===== src/rtl/dma_r_shortcut_nsrc_if.sv =====
// Bus bundle for the N-source shortcut engine: config, read request,
// read data, OCM write and status.
interface dma_r_shortcut_nsrc_if #(
  parameter int AXI_DW = 128,
  parameter int NSRC   = 2
);
  logic                cfg_valid;
  logic                cfg_ready;
  logic [NSRC*32-1:0]  cfg_src_sa;
  logic [31:0]         cfg_dst_sa;
  logic [31:0]         cfg_len;
  logic                cfg_wrap;
  logic                dmar_valid;
  logic                dmar_ready;
  logic [31:0]         dmar_sa;
  logic [31:0]         dmar_len;
  logic [AXI_DW-1:0]   dma_rdata;
  logic                dma_rlast;
  logic                dma_rvalid;
  logic                dma_rready;
  logic                ram_we;
  logic [31:0]         ram_a;
  logic [AXI_DW-1:0]   ram_d;
  logic                done;
  logic                err_rlast;

  modport slave (
    input  cfg_valid, cfg_src_sa, cfg_dst_sa,
    input  cfg_len, cfg_wrap,
    output cfg_ready,
    output dmar_valid, dmar_sa, dmar_len,
    input  dmar_ready,
    input  dma_rdata, dma_rlast, dma_rvalid,
    output dma_rready,
    output ram_we, ram_a, ram_d,
    output done, err_rlast
  );

  modport master (
    output cfg_valid, cfg_src_sa, cfg_dst_sa,
    output cfg_len, cfg_wrap,
    input  cfg_ready,
    input  dmar_valid, dmar_sa, dmar_len,
    output dmar_ready,
    output dma_rdata, dma_rlast, dma_rvalid,
    input  dma_rready,
    input  ram_we, ram_a, ram_d,
    input  done, err_rlast
  );
endinterface


===== src/rtl/dma_r_shortcut_nsrc.sv =====
// DMA-read shortcut engine: reads NSRC sources chunk by chunk,
// adds them lane-wise (wrap or saturate) and writes the sums to OCM.
module dma_r_shortcut_nsrc #(
  parameter int AXI_DW      = 128,
  parameter int ELEM_W      = 16,
  parameter int NSRC        = 2,
  parameter int CHUNK_BEATS = 16
) (
  input logic usr_clk,
  input logic usr_reset,
  dma_r_shortcut_nsrc_if.slave bus
);
  localparam int LANES = AXI_DW / ELEM_W;
  localparam int BYTES = AXI_DW / 8;
  localparam int BSH   = $clog2(BYTES);
  localparam int CW    = $clog2(CHUNK_BEATS) + 1;
  localparam int IW    = (CHUNK_BEATS > 1) ? $clog2(CHUNK_BEATS) : 1;
  localparam int SW    = $clog2(NSRC);

  typedef enum logic [1:0] {IDLE, REQ, DATA, DONE} state_t;

  state_t            state, state_nx;
  logic [31:0]       src_sa [NSRC];
  logic [31:0]       dst_sa;
  logic [31:0]       total;
  logic [31:0]       off;
  logic [SW-1:0]     src;
  logic [CW-1:0]     beat;
  logic              mode;
  logic [AXI_DW-1:0] chunk_buf [CHUNK_BEATS];

  logic [31:0]       rem;
  logic [31:0]       off_nx;
  logic [31:0]       cfg_total;
  logic [CW-1:0]     cb;
  logic              cfg_acc;
  logic              beat_acc;
  logic              last_beat;
  logic              last_src;
  logic [AXI_DW-1:0] sum;

  function automatic logic [AXI_DW-1:0] vec_add(
    input logic [AXI_DW-1:0] a,
    input logic [AXI_DW-1:0] b,
    input logic              wrap
  );
    logic [AXI_DW-1:0] r;
    logic [ELEM_W:0]   s;
    r = '0;
    for (int l = 0; l < LANES; l++) begin
      s = {a[l*ELEM_W+ELEM_W-1], a[l*ELEM_W +: ELEM_W]}
        + {b[l*ELEM_W+ELEM_W-1], b[l*ELEM_W +: ELEM_W]};
      // sign bits disagree only on overflow; clamp toward its direction
      if (wrap || (s[ELEM_W] == s[ELEM_W-1]))
        r[l*ELEM_W +: ELEM_W] = s[ELEM_W-1:0];
      else
        r[l*ELEM_W +: ELEM_W] = {s[ELEM_W], {(ELEM_W-1){~s[ELEM_W]}}};
    end
    return r;
  endfunction

  assign cfg_total = bus.cfg_len >> BSH;
  assign rem       = total - off;
  assign cb        = (rem >= 32'(CHUNK_BEATS)) ? CW'(CHUNK_BEATS)
                                               : rem[CW-1:0];
  assign off_nx    = off + 32'(cb);
  assign cfg_acc   = bus.cfg_valid && (state == IDLE);
  assign beat_acc  = bus.dma_rvalid && (state == DATA);
  assign last_beat = (beat == cb - CW'(1));
  assign last_src  = (src == SW'(NSRC - 1));
  assign sum       = vec_add(chunk_buf[beat[IW-1:0]], bus.dma_rdata, mode);

  always_ff @(posedge usr_clk) begin
    if (usr_reset) state <= IDLE;
    else           state <= state_nx;
  end

  always_comb begin
    state_nx = state;
    unique case (state)
      IDLE: if (cfg_acc)
              state_nx = (cfg_total == '0) ? DONE : REQ;
      REQ:  if (bus.dmar_ready) state_nx = DATA;
      DATA: if (beat_acc && last_beat)
              state_nx = (last_src && off_nx == total) ? DONE : REQ;
      DONE: state_nx = IDLE;
      default: state_nx = IDLE;
    endcase
  end

  assign bus.cfg_ready  = (state == IDLE);
  assign bus.dmar_valid = (state == REQ);
  assign bus.dma_rready = (state == DATA);
  assign bus.done       = (state == DONE);
  assign bus.dmar_sa    = (state == REQ) ? src_sa[src] + (off << BSH) : '0;
  assign bus.dmar_len   = (state == REQ) ? (32'(cb) << BSH) : '0;

  always_ff @(posedge usr_clk) begin
    if (usr_reset) begin
      for (int k = 0; k < NSRC; k++) src_sa[k] <= '0;
      dst_sa        <= '0;
      total         <= '0;
      off           <= '0;
      src           <= '0;
      beat          <= '0;
      mode          <= 1'b0;
      bus.ram_we    <= 1'b0;
      bus.ram_a     <= '0;
      bus.ram_d     <= '0;
      bus.err_rlast <= 1'b0;
    end else begin
      bus.ram_we <= 1'b0;
      if (cfg_acc) begin
        for (int k = 0; k < NSRC; k++)
          src_sa[k] <= bus.cfg_src_sa[32*k +: 32];
        dst_sa        <= bus.cfg_dst_sa;
        total         <= cfg_total;
        off           <= '0;
        src           <= '0;
        beat          <= '0;
        mode          <= bus.cfg_wrap;
        bus.err_rlast <= 1'b0;
      end
      if (beat_acc) begin
        // beat count rules; rlast only flags disagreement
        if (bus.dma_rlast != last_beat) bus.err_rlast <= 1'b1;
        if (last_src) begin
          bus.ram_we <= 1'b1;
          bus.ram_d  <= sum;
          bus.ram_a  <= dst_sa + ((off + 32'(beat)) << BSH);
        end
        if (last_beat) begin
          beat <= '0;
          if (last_src) begin
            src <= '0;
            off <= off_nx;
          end else begin
            src <= src + SW'(1);
          end
        end else begin
          beat <= beat + CW'(1);
        end
      end
    end
  end

  always_ff @(posedge usr_clk) begin
    if (beat_acc && !last_src)
      chunk_buf[beat[IW-1:0]] <= (src == '0) ? bus.dma_rdata : sum;
  end
endmodule

===== src/flat_wrapper.sv =====
// flat-port wrapper written by rule: the top's interface ports become plain ports
module dma_r_shortcut_nsrc_flat 
#(
  parameter int AXI_DW      = 128,
  parameter int ELEM_W      = 16,
  parameter int NSRC        = 2,
  parameter int CHUNK_BEATS = 16
)
  (usr_clk, usr_reset, bus_cfg_valid, bus_cfg_src_sa, bus_cfg_dst_sa, bus_cfg_len, bus_cfg_wrap, bus_cfg_ready, bus_dmar_valid, bus_dmar_sa, bus_dmar_len, bus_dmar_ready, bus_dma_rdata, bus_dma_rlast, bus_dma_rvalid, bus_dma_rready, bus_ram_we, bus_ram_a, bus_ram_d, bus_done, bus_err_rlast);
  dma_r_shortcut_nsrc_if #(.AXI_DW(AXI_DW), .NSRC(NSRC)) bus_i ();
  input logic usr_clk;
  input logic usr_reset;
  input wire logic [$bits(bus_i.cfg_valid)-1:0] bus_cfg_valid;
  input wire logic [$bits(bus_i.cfg_src_sa)-1:0] bus_cfg_src_sa;
  input wire logic [$bits(bus_i.cfg_dst_sa)-1:0] bus_cfg_dst_sa;
  input wire logic [$bits(bus_i.cfg_len)-1:0] bus_cfg_len;
  input wire logic [$bits(bus_i.cfg_wrap)-1:0] bus_cfg_wrap;
  output wire logic [$bits(bus_i.cfg_ready)-1:0] bus_cfg_ready;
  output wire logic [$bits(bus_i.dmar_valid)-1:0] bus_dmar_valid;
  output wire logic [$bits(bus_i.dmar_sa)-1:0] bus_dmar_sa;
  output wire logic [$bits(bus_i.dmar_len)-1:0] bus_dmar_len;
  input wire logic [$bits(bus_i.dmar_ready)-1:0] bus_dmar_ready;
  input wire logic [$bits(bus_i.dma_rdata)-1:0] bus_dma_rdata;
  input wire logic [$bits(bus_i.dma_rlast)-1:0] bus_dma_rlast;
  input wire logic [$bits(bus_i.dma_rvalid)-1:0] bus_dma_rvalid;
  output wire logic [$bits(bus_i.dma_rready)-1:0] bus_dma_rready;
  output wire logic [$bits(bus_i.ram_we)-1:0] bus_ram_we;
  output wire logic [$bits(bus_i.ram_a)-1:0] bus_ram_a;
  output wire logic [$bits(bus_i.ram_d)-1:0] bus_ram_d;
  output wire logic [$bits(bus_i.done)-1:0] bus_done;
  output wire logic [$bits(bus_i.err_rlast)-1:0] bus_err_rlast;
  assign bus_i.cfg_valid = bus_cfg_valid;
  assign bus_i.cfg_src_sa = bus_cfg_src_sa;
  assign bus_i.cfg_dst_sa = bus_cfg_dst_sa;
  assign bus_i.cfg_len = bus_cfg_len;
  assign bus_i.cfg_wrap = bus_cfg_wrap;
  assign bus_cfg_ready = bus_i.cfg_ready;
  assign bus_dmar_valid = bus_i.dmar_valid;
  assign bus_dmar_sa = bus_i.dmar_sa;
  assign bus_dmar_len = bus_i.dmar_len;
  assign bus_i.dmar_ready = bus_dmar_ready;
  assign bus_i.dma_rdata = bus_dma_rdata;
  assign bus_i.dma_rlast = bus_dma_rlast;
  assign bus_i.dma_rvalid = bus_dma_rvalid;
  assign bus_dma_rready = bus_i.dma_rready;
  assign bus_ram_we = bus_i.ram_we;
  assign bus_ram_a = bus_i.ram_a;
  assign bus_ram_d = bus_i.ram_d;
  assign bus_done = bus_i.done;
  assign bus_err_rlast = bus_i.err_rlast;
  dma_r_shortcut_nsrc #(.AXI_DW(AXI_DW), .ELEM_W(ELEM_W), .NSRC(NSRC), .CHUNK_BEATS(CHUNK_BEATS)) u_core (.usr_clk(usr_clk), .usr_reset(usr_reset), .bus(bus_i));
endmodule

===== config.mk =====
export PLATFORM = sky130hd
export DESIGN_NAME = dma_r_shortcut_nsrc_flat
export DESIGN_NICKNAME = d
export VERILOG_FILES = /design/src/rtl/dma_r_shortcut_nsrc_if.sv /design/src/rtl/dma_r_shortcut_nsrc.sv /design/src/flat_wrapper.sv
export SDC_FILE = /design/constraint.sdc
export NUM_CORES = 2
export LEC_CHECK = 0
export BUFFER_PORTS_ARGS = -buffer_cell sky130_fd_sc_hd__buf_2
export CAP_MARGIN = 20
export CELL_PAD_IN_SITES_DETAIL_PLACEMENT = 0
export CELL_PAD_IN_SITES_GLOBAL_PLACEMENT = 1
export CORE_MARGIN = 5
export CORE_UTILIZATION = 53
export DETAILED_ROUTE_END_ITERATION = 6
export GPL_ROUTABILITY_DRIVEN = 1
export PLACE_DENSITY = 0.89
export SLEW_MARGIN = 20
export SYNTH_ARGS = -nofsm -noshare
export SYNTH_HDL_FRONTEND = slang
export SYNTH_SLANG_ARGS = --single-unit

===== constraint.sdc =====
create_clock -name usr_clk -period 9.7 [get_ports usr_clk]
set_clock_uncertainty 0.05 [all_clocks]
set_input_delay 0.485 -clock usr_clk [delete_from_list [all_inputs] [get_ports usr_clk]]
set_output_delay 0.485 -clock usr_clk [all_outputs]
set_load 0.05 [all_outputs]

Word-level counts from Yosys, hierarchy flattened
Memory sizes are Yosys's and may differ from the RTL's. A register that Yosys moved wholly into a read port is not among the register bits.
Index checks and enable logic that the tools add are counted.
Widths: inputs -> output; s select.
{"block": "word_totals", "elab_cells": 123, "out_inout_bits": 230, "ram_bits": 2112, "n_memories": 2, "regBits": 263, "inputBits": 263}
{"name": "u_core.chunk_buf", "words": 16, "word_bits": 128, "rd": 1, "rd_ports_with_merged_regs": 1, "write_ports": 1, "line": "dma_r_shortcut_nsrc.sv:30", "rtl": "logic [AXI_DW-1:0] chunk_buf [CHUNK_BEATS];"}
{"name": "u_core.src_sa", "words": 2, "word_bits": 32, "rd": 1, "rd_ports_with_merged_regs": 1, "write_ports": 2, "line": "dma_r_shortcut_nsrc.sv:23", "rtl": "logic [31:0] src_sa [NSRC];"}
{"block": "classes", "mux": 45, "n_eq_ne": 17, "addsub": 16, "n_lt_le_gt_ge": 1, "n_reduce_logical": 20, "bitwise": 11}
{"op": "$mux 32", "n": 7}
{"op": "$add 16x16->17", "n": 8}
{"op": "$mux 128", "n": 1}
{"op": "$mux 16", "n": 8}
{"op": "$add 32x32->32", "n": 2}
{"op": "$add 32x5->32", "n": 1}
{"op": "$eq 32x28->1", "n": 1}
{"op": "$ge 32x5->1 const B", "n": 1}
{"op": "$logic_not 32->1", "n": 1}
{"op": "$sub 28x32->32", "n": 1}
{"op": "$add 28x5->28", "n": 1}
{"op": "$mux 5", "n": 4}
{"op": "$mux 1", "n": 16}
{"op": "$mux 2", "n": 5}
{"op": "$mux 9", "n": 1}
{"op": "$not 1->1", "n": 9}
{"op": "$eq 1x1->1", "n": 8}
{"op": "$logic_or 1x1->1", "n": 8}
{"op": "$mux 4", "n": 2}
{"op": "$pmux 2 s4", "n": 1}
{"op": "$ne 2x1->1 const B", "n": 3}
{"op": "$add 5x1->5 const B", "n": 1}
{"op": "$eq 5x5->1", "n": 1}
{"op": "$logic_and 1x1->1", "n": 5}
{"op": "other kinds (12)", "n": 14}

Depth between registers and ports, before layout
{"block": "logic_depth", "depth_word": 9, "depth_mapped": 28, "ltp_nobuf": 26}

Least setup slack after synthesis
Ideal clock, no wire load.
{"block": "synth_path", "path_kind": "register to register", "from": "reg u_core.state[1]", "to": "mem u_core.chunk_buf[0][0], enable pin", "arrival_ns": 7.338, "synth_period_minus_slack_ns": 8.005, "setup_ns": 0.617, "path_buffers": 0, "path_slack_ns": 1.695, "path_stages_with_launch": 5, "path_cell_list": "dfxtp_1 -> nor2b_1 -> nand2_1 -> or3_1 -> nor2_1"}
{"block": "synth_between", "elab_chain_len": 5}
{"item": "start, declared", "line": "dma_r_shortcut_nsrc.sv:22", "rtl": "state_t state, state_nx;"}
{"item": "start signal, assigned", "line": "dma_r_shortcut_nsrc.sv:75", "rtl": "else state <= state_nx;"}
{"item": "$eq 2x2->1"}
{"item": "named net bus_dma_rready", "line": "flat_wrapper.sv:26", "rtl": "output wire logic [$bits(bus_i.dma_rready)-1:0] bus_dma_rready;"}
{"item": "$logic_and 1x1->1", "line": "dma_r_shortcut_nsrc.sv:68", "rtl": "assign beat_acc = bus.dma_rvalid && (state == DATA);"}
{"item": "$logic_and 1x1->1", "line": "dma_r_shortcut_nsrc.sv:148", "rtl": "if (beat_acc && !last_src)"}
{"item": "$mux 1", "line": "dma_r_shortcut_nsrc.sv:148"}
{"item": "$mux 1", "line": "dma_r_shortcut_nsrc.sv:149", "rtl": "chunk_buf[beat[IW-1:0]] <= (src == '0) ? bus.dma_rdata : sum;"}
{"item": "end, declared", "line": "dma_r_shortcut_nsrc.sv:30"}
The timed path passes the listed nets, and every way through them passes these cells.

==> results.txt <==
----------------------------------------------------
[Routing]
  First-pass DRT Iterations ... 6
  Count of unresolved DRC violations after routing ... 0
  Detailed router's first-iteration violation count ... 7,699
  Average vias per placed instance ... 6.41
  Number of nets still failing antenna checks after routing ... 0
  Total via count after detailed routing ... 63,700
  Average wire per cell in the routed design ... 29.5 µm
  Final WL ... 292 mm

[Clock tree]
  Library cell used as clock root buffer ... sky130_fd_sc_hd__clkbuf_16
  Largest buffer count on any clock path ... 3
  # resized after CTS ... 0
  Clock net sink count ... 2,379
  Post-CTS setup-driven buffer insertion count ... 0
  Clock Pin Slew Worst Setup and Hold Paths ... 60 ps
  CTS H-tree depth ... 4
  TritonCTS clock tree ... yes
  Insertion delay of the later-clocked pin in the worst-skew pair ... 900 ps
  Number of hold buffers added after CTS ... 135
  CTS Buf Count ... 229

[Worst setup path]
  Start-to-end type of the worst setup path ... flip-flop to flip-flop
  Critical Path AT ... 8180 ps
  Req. time, crit path ... 10,110 ps
  Maximum net fanout on the critical path ... 64
  Crit. End Element ... flip-flop
  Kind of start point of the critical path ... flip-flop

[Synth]
  Largest area contributor in the synthesized netlist ... sky130_fd_sc_hd__edfxtp_1
  Count of mapped cells out of synthesis ... 6,478
  Most used standard cell by instance count after synthesis ... sky130_fd_sc_hd__edfxtp_1
  Top cell type's share of synthesized area ... 61.2%
  Mapped Area ... 0.104 mm²
  EDFF count, synth ... 2,112
  FFs w/ async S/R, synth ... 0%
  Unique masters post-synth ... 100
  Ys Warns ... 0
  Post-Synthesis Mean Instance Area ... 16.0 µm²
  Post-synthesis sequential element count ... 2,379
  Post-synth top cells ... sky130_fd_sc_hd__edfxtp_1 (2,112), sky130_fd_sc_hd__mux4_2 (626), sky130_fd_sc_hd__a21oi_1 (477)
  Sequential share of the synthesized area ... 66.3%
  Commonest register cell after synthesis ... sky130_fd_sc_hd__edfxtp_1
  Leading cell types by total area after synthesis ... sky130_fd_sc_hd__edfxtp_1 (61%), sky130_fd_sc_hd__mux4_2 (14%), sky130_fd_sc_hd__dfxtp_1 (5.2%)

[Floorplan]
  Width of the chip ... 452 µm
  Height of the chip ... 452 µm
  Top-Level Pins ... 493
  Effective utilization at floorplan ... 53.2%
  Core Rows ... 162
  Area of the die ... 0.205 mm²
  Core Area ... 0.195 mm²

[Pwr]
  Pwr/cell area ... 187 mW/mm²
  Pleak ... 39.7 nW
  Worst voltage drop across the vdd grid ... 0.229 mV
  Total power after layout ... 22.2 mW

[Place]
  Post-Place Cells ... 9,333
  Post-place instance area ... 0.109 mm²
  Hpwl dp ... 170 mm
  Worst-case setup slack after placement ... 2020 ps
  Count of buffers inserted at the top-level ports ... 461
  Routability-driven placement congestion ratio ... 0.935

[Flow run]
  # Max-Cap Violations ... 0

[Timing]
  Period utilization ... 80.2%
  Setup repair after global routing missed its margin ... false
  Post-route minimum period ... 7780 ps
  Final setup margin ... 1920 ps
  Slew at the pin closest to its max-slew limit ... 1190 ps
  Number of setup violations in the final report ... 0
  Highest clock frequency the design can meet ... 129 MHz
  Summed negative setup slack over all endpoints ... 0 ps
  Final slew viol count ... 0
  Headroom to the max-slew limit ... 20.8%
  Final Hold Fails ... 0

[Finish]
  Final cell area excluding filler cells ... 0.118 mm²
  Post-layout net count ... 7,579
  Number of standard cells in the layout, taps in and fillers out ... 9,930
  Synthesis-to-finish area growth ... 14.2%
  Fraction of final layout cells with drive strength greater than 1 ... 23.6%

[Global route]
  Number of antenna violations at the first check in global routing ... 27
  Largest net degree at the start of global routing ... 174
  Via count of the first global-routing pass ... 63,700
  Leftover overflow at the end of global routing ... 0
  Global-route wire length before repair ... 424 mm
  GRT Resource Usage Total ... 28.2%

[Min path]
  Startpoint of the most critical hold path ... bus_dma_rdata[71]
  Tightest Hold Check Type ... input pin to flip-flop

[Run status]
  Result of the run ... completed

----------------------------------------------------
[through the flow]
step,utilization (%),hold WS [ps]
2_1_floorplan,-,382
3_3_place_gp,56.0,389
3_5_place_dp,56.0,394
4_1_cts,60.6,18.7
5_1_grt,60.8,23.1
6_report,60.8,38.9
[cell usage in the layout (no fill, tap or decap), types with 45 or more instances in the layout]
cell type,count
sky130_fd_sc_hd__nand3_1,77
sky130_fd_sc_hd__and3_1,88
sky130_fd_sc_hd__xor2_1,56
sky130_fd_sc_hd__buf_2,463
sky130_fd_sc_hd__a21oi_2,46
sky130_fd_sc_hd__o21ai_0,168
sky130_fd_sc_hd__clkbuf_1,58
sky130_fd_sc_hd__mux4_2,626
sky130_fd_sc_hd__dlygate4sd3_1,135
sky130_fd_sc_hd__nor3_1,79
sky130_fd_sc_hd__xnor2_1,141
sky130_fd_sc_hd__nor2_1,441
sky130_fd_sc_hd__clkbuf_16,231
sky130_fd_sc_hd__edfxtp_1,2112
sky130_fd_sc_hd__ha_1,223
sky130_fd_sc_hd__buf_4,105
sky130_fd_sc_hd__inv_1,185
sky130_fd_sc_hd__a21boi_0,45
sky130_fd_sc_hd__a21o_1,49
sky130_fd_sc_hd__dfxtp_1,261
sky130_fd_sc_hd__nand2_1,320
sky130_fd_sc_hd__a211oi_1,137
sky130_fd_sc_hd__a21oi_1,433
[worst paths after layout]
kind	slack (ps)	end	depth (start not counted)
worst max register to register	1920	u_core.chunk_buf[6][46]	23
worst min-delay path	40	u_core.chunk_buf[10][71]	3
worst min register to register	400	u_core.bus.ram_a[25]	2
worst max-delay path	1920	u_core.chunk_buf[6][46]	23
[sequential cells by signal (all words and copies together) (netlist names), 2 cells and up, named ones only]
signal	flops
u_core.src_sa	64
u_core.beat	5
u_core.bus.ram_d	128
u_core.chunk_buf	2048
u_core.off	32
u_core.total	28
u_core.state	2
u_core.dst_sa	32
u_core.bus.ram_a	32
[layout make-up]
type / count / area [µm²]
tap: 2624 / 3280
clock buffer: 306 / 6230
clock inverter: 128 / 1400
multi-input combinational: 3561 / 33200
inverter: 189 / 709
timing repair buffer: 720 / 4780
sequential: 2379 / 68800
fill: 13600 / 76400
antenna: 23 / 57.6
[power by group]
| part | switching (mW) | internal [mW] |
|---|---|---|
| logic | 1.16 | 0.690 |
| registers | 0.0403 | 11.2 |
| clock network | 3.94 | 5.15 |
| total | 5.14 | 17.1 |
[cell families (layout without fill, tap and decap cells)]
family                   Yosys count  in the layout  share of synthesized area [%]
AO/OA/AOI/OAI                   1127           1127                           6.77
XOR/XNOR                         198            198                           1.69
adder cells (fa/ha/maj)          236            236                           2.94
buffers and inverters            564           1343                           2.17
flip-flops                      2379           2379                           66.3
multiplexers                     695            695                           14.3
other                              1             50                        0.00362
AND/OR/NAND/NOR                 1278           1278                           5.78
[critical path: stages, from the launching register on]
cell                       delay (ps)
sky130_fd_sc_hd__dfxtp_4          630
sky130_fd_sc_hd__buf_12           510
sky130_fd_sc_hd__buf_4            550
sky130_fd_sc_hd__mux4_2           580
sky130_fd_sc_hd__mux4_2           480
sky130_fd_sc_hd__ha_1             220
sky130_fd_sc_hd__inv_1             80
sky130_fd_sc_hd__fa_1             220
sky130_fd_sc_hd__nor2b_1           70
sky130_fd_sc_hd__o21ai_0          220
sky130_fd_sc_hd__a21boi_0         160
sky130_fd_sc_hd__o21ai_0          210
sky130_fd_sc_hd__a21boi_0         130
sky130_fd_sc_hd__o21ai_0          330
sky130_fd_sc_hd__a21boi_0         210
sky130_fd_sc_hd__o21ai_0          250
sky130_fd_sc_hd__a21boi_0         160
sky130_fd_sc_hd__o21ai_0          240
sky130_fd_sc_hd__nand2_1          120
sky130_fd_sc_hd__a211oi_1         550
sky130_fd_sc_hd__a41oi_1          250
sky130_fd_sc_hd__buf_4            270
sky130_fd_sc_hd__a31oi_1          350
sky130_fd_sc_hd__a21oi_1          410
[layer usage]
layer	share of wire (%)	track usage, %
met5	0.019	0
met3	9.1	4.84
met2	50	47.7
met1	35	34.9
met4	6.0	14.9
No activity file was read; power rests on OpenSTA's default activity.
